--- src/rtl/rv_pipeline_pkg.sv ---
// Shared pipeline definitions: fetch FSM states, the NOP encoding and the default reset vector.
package rv_pipeline_pkg;

  typedef enum logic [1:0] {
    FETCH   = 2'd0,
    WAIT    = 2'd1,
    DISCARD = 2'd2,
    HOLD    = 2'd3
  } ifu_state_e;

  localparam logic [31:0] NOP_INSTR            = 32'h0000_0013;
  localparam logic [31:0] DEFAULT_RESET_VECTOR = 32'h0000_0000;

  function automatic logic [31:0] word_align(input logic [31:0] addr);
    return addr & ~32'h0000_0003;
  endfunction

endpackage

--- src/rtl/pc_register.sv ---
// Fetch PC register: loads next_i when ld_en_i is set, returns to RESET_VECTOR on reset.
module pc_register
  import rv_pipeline_pkg::*;
#(
  parameter logic [31:0] RESET_VECTOR = DEFAULT_RESET_VECTOR
) (
  input  logic        clk_i,
  input  logic        rst_i,
  input  logic        ld_en_i,
  input  logic [31:0] next_i,
  output logic [31:0] pc_o
);

  logic [31:0] pc_q;

  always_ff @(posedge clk_i) begin
    if (rst_i) begin
      pc_q <= RESET_VECTOR;
    end else if (ld_en_i) begin
      pc_q <= next_i;
    end
  end

  assign pc_o = pc_q;

endmodule

--- src/rtl/instruction_fetch_unit.sv ---
// Instruction fetch unit with stall hold buffer and branch redirect/discard handling.
// Optional misaligned-branch trap enabled by defining IFU_MISALIGN_TRAP_EN.
module instruction_fetch_unit
  import rv_pipeline_pkg::*;
#(
  parameter logic [31:0] RESET_VECTOR = DEFAULT_RESET_VECTOR
) (
  input  logic        CLK,
  input  logic        RESET,
  input  logic        stall,
  input  logic        branch_taken,
  input  logic [31:0] branch_target,
  output logic        imem_read,
  output logic [31:0] imem_address,
  input  logic [31:0] imem_readdata,
  input  logic        imem_busywait,
  output logic [31:0] PC,
  output logic [31:0] PC_incremented_by_4,
  output logic [31:0] Instruction,
  output logic        instr_valid
`ifdef IFU_MISALIGN_TRAP_EN
  ,
  output logic        fetch_misaligned
`endif
);

  ifu_state_e  state_q, state_d;
  logic [31:0] pc_q, pc_d, pc4_q, pc4_d, instr_q, instr_d;
  logic        vld_q, vld_d;
  logic [31:0] hold_q, hold_d, tgt_q, tgt_d;
  logic [31:0] fetch_pc, pc_nxt, br_tgt, word;
  logic        pc_ld, present, trapped, br_mis;

`ifdef IFU_MISALIGN_TRAP_EN
  logic mis_q, mis_d;
  assign trapped          = mis_q;
  assign br_mis           = |branch_target[1:0];
  assign br_tgt           = branch_target;
  assign fetch_misaligned = mis_q;
`else
  assign trapped = 1'b0;
  assign br_mis  = 1'b0;
  assign br_tgt  = word_align(branch_target);
`endif

  pc_register #(.RESET_VECTOR(RESET_VECTOR)) u_pc_register (
    .clk_i   (CLK),
    .rst_i   (RESET),
    .ld_en_i (pc_ld),
    .next_i  (pc_nxt),
    .pc_o    (fetch_pc)
  );

  assign imem_read    = (state_q != HOLD);
  assign imem_address = fetch_pc;

  always_comb begin
    state_d = state_q;
    pc_d    = pc_q;
    pc4_d   = pc4_q;
    instr_d = instr_q;
    vld_d   = stall ? vld_q : 1'b0;
    hold_d  = hold_q;
    tgt_d   = tgt_q;
    pc_ld   = 1'b0;
    pc_nxt  = fetch_pc;
    present = 1'b0;
    word    = hold_q;
`ifdef IFU_MISALIGN_TRAP_EN
    mis_d   = mis_q;
`endif
    if (trapped) begin
      state_d = HOLD;
      vld_d   = 1'b0;
    end else if (branch_taken) begin
      // Redirect wins over stall; any word completing now or held is dropped.
      vld_d = 1'b0;
      if (br_mis) begin
`ifdef IFU_MISALIGN_TRAP_EN
        mis_d = 1'b1;
`endif
        state_d = HOLD;
      end else if (imem_read && imem_busywait) begin
        state_d = DISCARD;
        tgt_d   = br_tgt;
      end else begin
        pc_ld   = 1'b1;
        pc_nxt  = br_tgt;
        state_d = FETCH;
      end
    end else begin
      case (state_q)
        FETCH, WAIT: begin
          if (imem_busywait) begin
            state_d = WAIT;
          end else if (stall) begin
            hold_d  = imem_readdata;
            state_d = HOLD;
          end else begin
            present = 1'b1;
            word    = imem_readdata;
          end
        end
        DISCARD: begin
          if (!imem_busywait) begin
            pc_ld   = 1'b1;
            pc_nxt  = tgt_q;
            state_d = FETCH;
          end
        end
        HOLD: begin
          present = !stall;
        end
        default: state_d = FETCH;
      endcase
      if (present) begin
        pc_d    = fetch_pc;
        pc4_d   = fetch_pc + 32'd4;
        instr_d = word;
        vld_d   = 1'b1;
        pc_ld   = 1'b1;
        pc_nxt  = fetch_pc + 32'd4;
        state_d = FETCH;
      end
    end
  end

  always_ff @(posedge CLK) begin
    if (RESET) begin
      state_q <= FETCH;
      pc_q    <= 32'h0;
      pc4_q   <= 32'h0;
      instr_q <= NOP_INSTR;
      vld_q   <= 1'b0;
      hold_q  <= 32'h0;
      tgt_q   <= 32'h0;
`ifdef IFU_MISALIGN_TRAP_EN
      mis_q   <= 1'b0;
`endif
    end else begin
      state_q <= state_d;
      pc_q    <= pc_d;
      pc4_q   <= pc4_d;
      instr_q <= instr_d;
      vld_q   <= vld_d;
      hold_q  <= hold_d;
      tgt_q   <= tgt_d;
`ifdef IFU_MISALIGN_TRAP_EN
      mis_q   <= mis_d;
`endif
    end
  end

  assign PC                  = pc_q;
  assign PC_incremented_by_4 = pc4_q;
  assign Instruction         = instr_q;
  assign instr_valid         = vld_q;

endmodule

--- config.mk ---
export PLATFORM = sky130hd
export DESIGN_NAME = instruction_fetch_unit
export DESIGN_NICKNAME = d
export VERILOG_FILES = /design/src/rtl/rv_pipeline_pkg.sv /design/src/rtl/pc_register.sv /design/src/rtl/instruction_fetch_unit.sv
export SDC_FILE = /design/constraint.sdc
export NUM_CORES = 1
export LEC_CHECK = 0
export CORE_MARGIN = 8
export CORE_UTILIZATION = 35
export DETAILED_ROUTE_END_ITERATION = 16
export GPL_TIMING_DRIVEN = 0
export SYNTH_ARGS = -nofsm -noshare
export SYNTH_HDL_FRONTEND = slang
export SYNTH_SLANG_ARGS = --single-unit
--- constraint.sdc ---
create_clock -name CLK -period 2.7 [get_ports CLK]
set_clock_uncertainty 0.1 [all_clocks]
set_input_delay 0.54 -clock CLK [delete_from_list [all_inputs] [get_ports CLK]]
set_output_delay 0.54 -clock CLK [all_outputs]
set_load 0.1 [all_outputs]
==> flow_metrics.py, run 1 <==
metrics = {
    "timing": {
        "maxSlewViolCount": 0,
        "worst_pin_slew_ns": 1.10,
        "slew_headroom": 0.267,
        "fin_crit_sh": 0.986,
        "hold_viol": 0,
        "setup_viol": 0,
        "fin_crit_ns": 2.66,
        "max_freq_ghz": 0.376,
    },
    "power": {
        "ir_worst_vdd_mv": 0.386,
        "power-per-cell-area_nw_per_um2": 647,
        "p_leak_nw": 3.91,
    },
    "cts": {
        "cts_setup_buffers": 0,
        "cts_max_path_buffers": 2,
        "cts_tree": "yes",
        "cts_hold_buffers": 0,
        "htreeDepth": 4,
        "cts_buffers": 17,
        "cts-root-buf": "clkbuf_16",
        "clkTransAtPathRegs_ns": 0.07,
        "clock_latency_ns": 0.45,
        "cts_sinks": 187,
    },
    "final_layout": {
        "fin_area_um2": 11200,
        "layout_common_cells": "nand2_1, dfxtp_1, clkdlybuf4s50_1",
        "fin_cells": 1575,
        "fillerInstances": 2384,
        "drive_above_1_share": 0.0805,
        "num-nets-final": 1312,
        "area_growth_pct": 35.7,
        "layout_commonest_cell": "nand2_1",
    },
    "synthesis": {
        "synthTopCellsByArea": "dfxtp_1, nand2_1, a21oi_1",
        "syn-mean-instance-area_um2": 8.00,
        "yosys.area.top_type": "dfxtp_1",
        "ys_seq_elements": 187,
        "synthDistinctLibCells": 59,
        "synth_edf_count": 0,
        "ys_seq_area_frac": 0.454,
        "async_reset_ff_frac": 0,
        "synth_cells": 1030,
        "synth_top_area_frac": 0.454,
        "ys.flop_type": "dfxtp_1",
        "netlist_area_um2": 8240,
        "synth_warnings": 0,
    },
    "drt": {
        "drtIter0Drc": 741,
        "firstDrtPassIters": 5,
        "ant_nets": 0,
        "vias": 8210,
        "wire_per_inst_um": 19.0,
        "routed_wl_mm": 29.9,
        "vias_per_cell": 5.21,
        "drc_errors": 0,
    },
    "worst_setup_path": {
        "worstPathRequired_ns": 2.06,
        "cp.arrival_ns": 2.02,
        "crit_chain": "clkdlybuf4s50_1",
        "start_kind": "flip-flop",
        "path_delay_family": "buffers and inverters",
        "worstPathMaxFanout": 5,
        "slowest_delay_ns": 1.17,
        "path_buf_inv": 1,
        "cp-end-kind": "primary output",
        "crit_path_top_delay_cell": "clkdlybuf4s50_1",
        "path_class": "reg -> out",
    },
    "floorplanning": {
        "io_pins": 199,
        "die_x_um": 169,
        "start_util": 0.354,
        "core_area_um2": 23300,
        "core.rowCount": 56,
        "dieArea_um2": 28700,
        "dieHeight_um": 169,
    },
    "global_routing": {
        "grt_start_max_net_pins": 19,
        "gr-total-overflow": 0,
        "grt_use_total": 0.203,
        "grt_pass1_wl_mm": 45.1,
        "antenna_found_initial": 1,
        "grt_pass1_vias": 7592,
    },
    "placement": {
        "gp_congestion": 0.916,
        "placed_area_um2": 10600,
        "portBuffers": 188,
        "place_inst": 1542,
        "hpwl_mm": 22.3,
    },
    "run_status": {
        "status": "finished, final reports clean",
    },
    "run": {
        "cap_violations": 0,
    },
    "worst_hold_path": {
        "hold_class": "reg -> reg",
    },
}
kinds of logic after synthesis:
group / Yosys count / synth area share
mux: 45 / 0.0550
flops: 187 / 0.454
fa+ha+maj: 1 / 0.00152
other cells: 1 / 0.000455
compound gates: 259 / 0.193
simple gates: 412 / 0.221
buf+inv: 106 / 0.0548
xor+xnor: 19 / 0.0202
path summary, 6_finish.rpt:
path                            cells after the start                 endpoint                   from  slack, ns
worst max-delay path                                1          imem_address[9]  u_pc_register.pc_o[9]       0.04
worst min-delay path                                2               hold_q[22]             hold_q[22]       0.35
worst max register to register                      6  PC_incremented_by_4[22]  u_pc_register.pc_o[2]       0.09
worst min register to register                      2               hold_q[22]             hold_q[22]       0.35
per-stage QoR:
step / setup WS [ns] / utilization / TNS (ns) / hold WS [ns] / power (mW)
2_1_floorplan: 0.00353 / - / 0 / 0.332 / 4.23
3_3_place_gp: -0.763 / 0.454 / -57.90 / 0.337 / 4.74
3_5_place_dp: -0.679 / 0.454 / -55.20 / 0.343 / 4.75
4_1_cts: 0.0189 / 0.479 / 0 / 0.353 / 7.26
5_1_grt: -0.0105 / 0.481 / -0.0105 / 0.371 / 7.48
6_report: 0.0382 / 0.481 / 0 / 0.354 / 7.24
area by class of cell:
class,instances,area (um^2),area share
timing repair buffer,188,1870,0.167
buffer,96,428,0.0383
clock inverter,14,151,0.0135
sequential,187,3760,0.336
antenna,1,2.50,0.000224
inverter,10,37.5,0.00336
multi-input combinational,742,4110,0.367
tap,319,399,0.0357
clock buffer,18,429,0.0384
cells in the mapped netlist, types with 3 or more instances:
master / number
nand2_1: 223
dfxtp_1: 187
a21oi_1: 123
nor2_1: 82
clkbuf_1: 58
a211oi_1: 57
mux2i_1: 43
o21ai_0: 32
nand3_1: 23
nor3_1: 23
buf_2: 22
and3_1: 14
a31oi_1: 10
nand4_1: 10
xnor2_1: 10
buf_1: 9
inv_1: 9
nor4_1: 9
xor2_1: 9
buf_4: 7
o32ai_1: 7
nand2b_1: 4
o211ai_1: 4
or3_1: 4
a221o_1: 3
a311o_1: 3
nor2b_1: 3
o31ai_1: 3
metal layers:
metal | track usage | vias up | share of wire
li1 | - | 4009 | -
met1 | 0.272 | 3849 | 0.45
met2 | 0.320 | 326 | 0.46
met3 | 0.0505 | 26 | 0.080
met4 | 0.0562 | 0 | 0.015
met5 | 0 | - | 0
registers in the layout, indices dropped and copies added, names as in the netlist:
name,count
state_q,2
Instruction,32
hold_q,32
u_pc_register.pc_o,30
instr_valid,1
PC_incremented_by_4,30
tgt_q,30
PC,30
timing repair:
action / CTS / global route
endpoints found under the setup margin: 65 / 51
resized for setup: 24 / 15
endpoints found under the hold margin: 0 / 0
where the power goes:
group          switching [mW]  internal [mW]
sequential              0.107           2.89
clock                    1.23           1.31
combinational            1.25          0.442
total                    2.59           4.65
worst reg2reg max path: stages (launching register included):
cell and delay, ns:
dfxtp_2 0.45, ha_1 0.36, nand3_4 0.20, or4_4 0.62, or3_1 0.37, a211o_1 0.34
o21ai_0 0.08
(Power assumes the default switching activity.)
==> inputs of run 2 (changes only) <==
--- a/config.mk
+++ b/config.mk
@@ -11,4 +11,5 @@
 export GPL_TIMING_DRIVEN = 0
 export SYNTH_ARGS = -nofsm -noshare
 export SYNTH_HDL_FRONTEND = slang
+export SYNTH_HIERARCHICAL = 1
 export SYNTH_SLANG_ARGS = --single-unit
==> run 2 against run 1 <==
Global-route usage shrank 1.0 points. Critical endpoint is now imem_address[10]. Final area rose by 1.2%. Cell count decreased by 2.6%. Via count is 4.9% lower. Largest power group unchanged. First-iteration DRC count fell by 13%. Total power grew 1.7%. Register-to-register slack gained 0.08 ns. Maximum frequency is 0.31% higher. Die area grew 0.85%.
==> flow_metrics.py, run 2 <==
metrics = {
    "worst_setup_path": {
        "slowest_delay_ns": 1.16,
        "worstPathMaxFanout": 9,
        "crit_cells": 1,
        "r2r_slack_ns": 0.17,
        "path_class": "reg -> out",
        "cp.arrival_ns": 2.01,
        "cp-endpoint": "imem_address[10]",
        "r2r-end": "u_pc_register/pc_o[30]",
        "start_kind": "flip-flop",
        "path_delay_family": "buffers and inverters",
        "crit_chain": "clkdlybuf4s50_1",
        "crit_start": "u_pc_register/pc_o[10]",
        "reg2reg_from": "u_pc_register/pc_o[2]",
        "reg2reg_depth": 9,
        "worstPathRequired_ns": 2.06,
        "path_buf_inv": 1,
        "cp-end-kind": "primary output",
        "crit_path_top_delay_cell": "clkdlybuf4s50_1",
    },
    "timing": {
        "max_freq_ghz": 0.377,
        "fin_crit_sh": 0.983,
        "setup_viol": 0,
        "hold_viol": 0,
        "slew_headroom": 0.286,
        "maxSlewViolCount": 0,
        "grt_setup_unrepaired": "false",
        "worst_pin_slew_ns": 1.07,
        "fin_crit_ns": 2.65,
        "timing.final.ws_setup_ns": 0.0466,
    },
    "cts": {
        "cts-root-buf": "clkbuf_16",
        "cts_hold_buffers": 0,
        "cts_buffers": 17,
        "cts_setup_buffers": 0,
        "cts_max_path_buffers": 2,
        "clock_latency_ns": 0.43,
        "cts_sinks": 191,
        "htreeDepth": 4,
        "cts_tree": "yes",
        "clkTransAtPathRegs_ns": 0.07,
    },
    "power": {
        "power-per-cell-area_nw_per_um2": 650,
        "p_leak_nw": 4.12,
        "ir_worst_vdd_mv": 0.410,
        "totalPowerFinal_mw": 7.36,
    },
    "floorplanning": {
        "core.rowCount": 56,
        "dieHeight_um": 170,
        "dieArea_um2": 29000,
        "die_x_um": 170,
        "core_area_um2": 23400,
        "start_util": 0.355,
        "io_pins": 199,
    },
    "drt": {
        "wire_per_inst_um": 18.6,
        "drtIter0Drc": 643,
        "drc_errors": 0,
        "ant_nets": 0,
        "routed_wl_mm": 28.6,
        "vias": 7807,
        "firstDrtPassIters": 6,
        "vias_per_cell": 5.09,
    },
    "final_layout": {
        "seq_area_um2": 3830,
        "fillerInstances": 2364,
        "multi_input_area_um2": 4010,
        "fin_cells": 1534,
        "area_growth_pct": 36.0,
        "drive_above_1_share": 0.0675,
        "fin_area_um2": 11300,
        "antennaDiodeCount": 0,
        "layout_commonest_cell": "nand2_1",
        "layout_common_cells": "nand2_1, dfxtp_1, clkdlybuf4s50_1",
        "num-nets-final": 1272,
    },
    "placement": {
        "hpwl_mm": 20.7,
        "portBuffers": 195,
        "dp_slack_ns": -0.383,
        "gp_congestion": 0.836,
        "place_inst": 1502,
        "placed_area_um2": 10700,
    },
    "global_routing": {
        "grt_start_max_net_pins": 18,
        "grt_pass1_wl_mm": 43.1,
        "grt_pass1_vias": 7374,
        "grt_use_total": 0.192,
        "antenna_found_initial": 0,
        "gr-total-overflow": 0,
    },
    "synthesis": {
        "syn-mean-instance-area_um2": 8.42,
        "synth_cells": 988,
        "synth_edf_count": 0,
        "synth_top_area_frac": 0.460,
        "netlist_area_um2": 8320,
        "synth_nets": 1058,
        "synth_commonest_cells": "nand2_1, dfxtp_1, a21oi_1, nor2_1, mux2i_1",
        "async_reset_ff_frac": 0,
        "synthTopCellsByArea": "dfxtp_1, nand2_1, mux2i_1",
        "ys_seq_area_frac": 0.460,
        "synth.most_common_cell": "nand2_1",
        "ys.flop_type": "dfxtp_1",
        "synthDistinctLibCells": 46,
        "yosys.area.top_type": "dfxtp_1",
        "ys_seq_elements": 191,
        "synth_warnings": 6,
    },
    "run_status": {
        "status": "finished, final reports clean",
    },
    "worst_hold_path": {
        "hold_class": "in -> reg",
    },
    "run": {
        "cap_violations": 0,
    },
}
-- run 2: cell types whose count changed after synthesis, moves of 13 or more --
cell,change
o21ai_0,-14
a22oi_1,+13
mux2i_1,+21
a222oi_1,+15
nor2_1,+21
nor3_1,-17
a21oi_1,-16
-- run 2: through the flow --
stage	hold WS [ns]	TNS, ns	util
after floorplan	0.336	0	-
after global routing	0.243	0	0.483
after detailed placement	0.346	-42.96	0.456
after CTS	0.232	0	0.483
after global placement	0.341	-37.67	0.456
final	0.245	0	0.483
-- run 2: routing by layer --
layer / wire length [um] / GRT usage
met1: 12600 / 0.245
met2: 13400 / 0.317
met3: 2180 / 0.0577
met4: 318 / 0.0400
met5: 0 / 0
-- run 2: logic make-up (layout without fill, tap and decap cells) --
logic type	Yosys count	after routing	synth area share
compound gates	243	243	0.188
buf+inv	94	321	0.0585
mux	64	64	0.0770
fa+ha+maj	1	1	0.00150
xor+xnor	28	28	0.0295
flops	191	191	0.460
simple gates	367	367	0.186
-- run 2: repair_timing --
action,in CTS,in global routing
endpoints found under the hold margin,0,0
gates resized for setup,20,10
endpoints found under the setup margin,20,28
-- run 2: how the worst min path moves through the flow --
stage                             from    endpoint  slack [ns]  cells after the start
after global placement      hold_q[26]  hold_q[26]        0.34                      2
after detailed placement    hold_q[26]  hold_q[26]        0.35                      2
after CTS                 branch_taken  state_q[0]        0.23                      2
after floorplan              hold_q[0]   hold_q[0]        0.34                      2
final                     branch_taken  state_q[0]        0.24                      2
after global routing      branch_taken  state_q[0]        0.24                      2
-- run 2: power breakdown --
part / internal [mW] / total [mW] / leakage [nW] / switching (mW)
clock: 1.62 / 2.82 / 0.313 / 1.19
sequential: 2.94 / 3.03 / 1.56 / 0.0904
combinational: 0.433 / 1.51 / 2.24 / 1.08
total: 5.00 / 7.36 / 4.12 / 2.36
-- run 2: layout make-up --
cell class	instances	area share
multi-input combinational	703	0.354
sequential	191	0.339
timing repair buffer	195	0.171
buffer	90	0.0420
clock buffer	19	0.0400
tap	319	0.0353
clock inverter	13	0.0173
inverter	4	0.00133
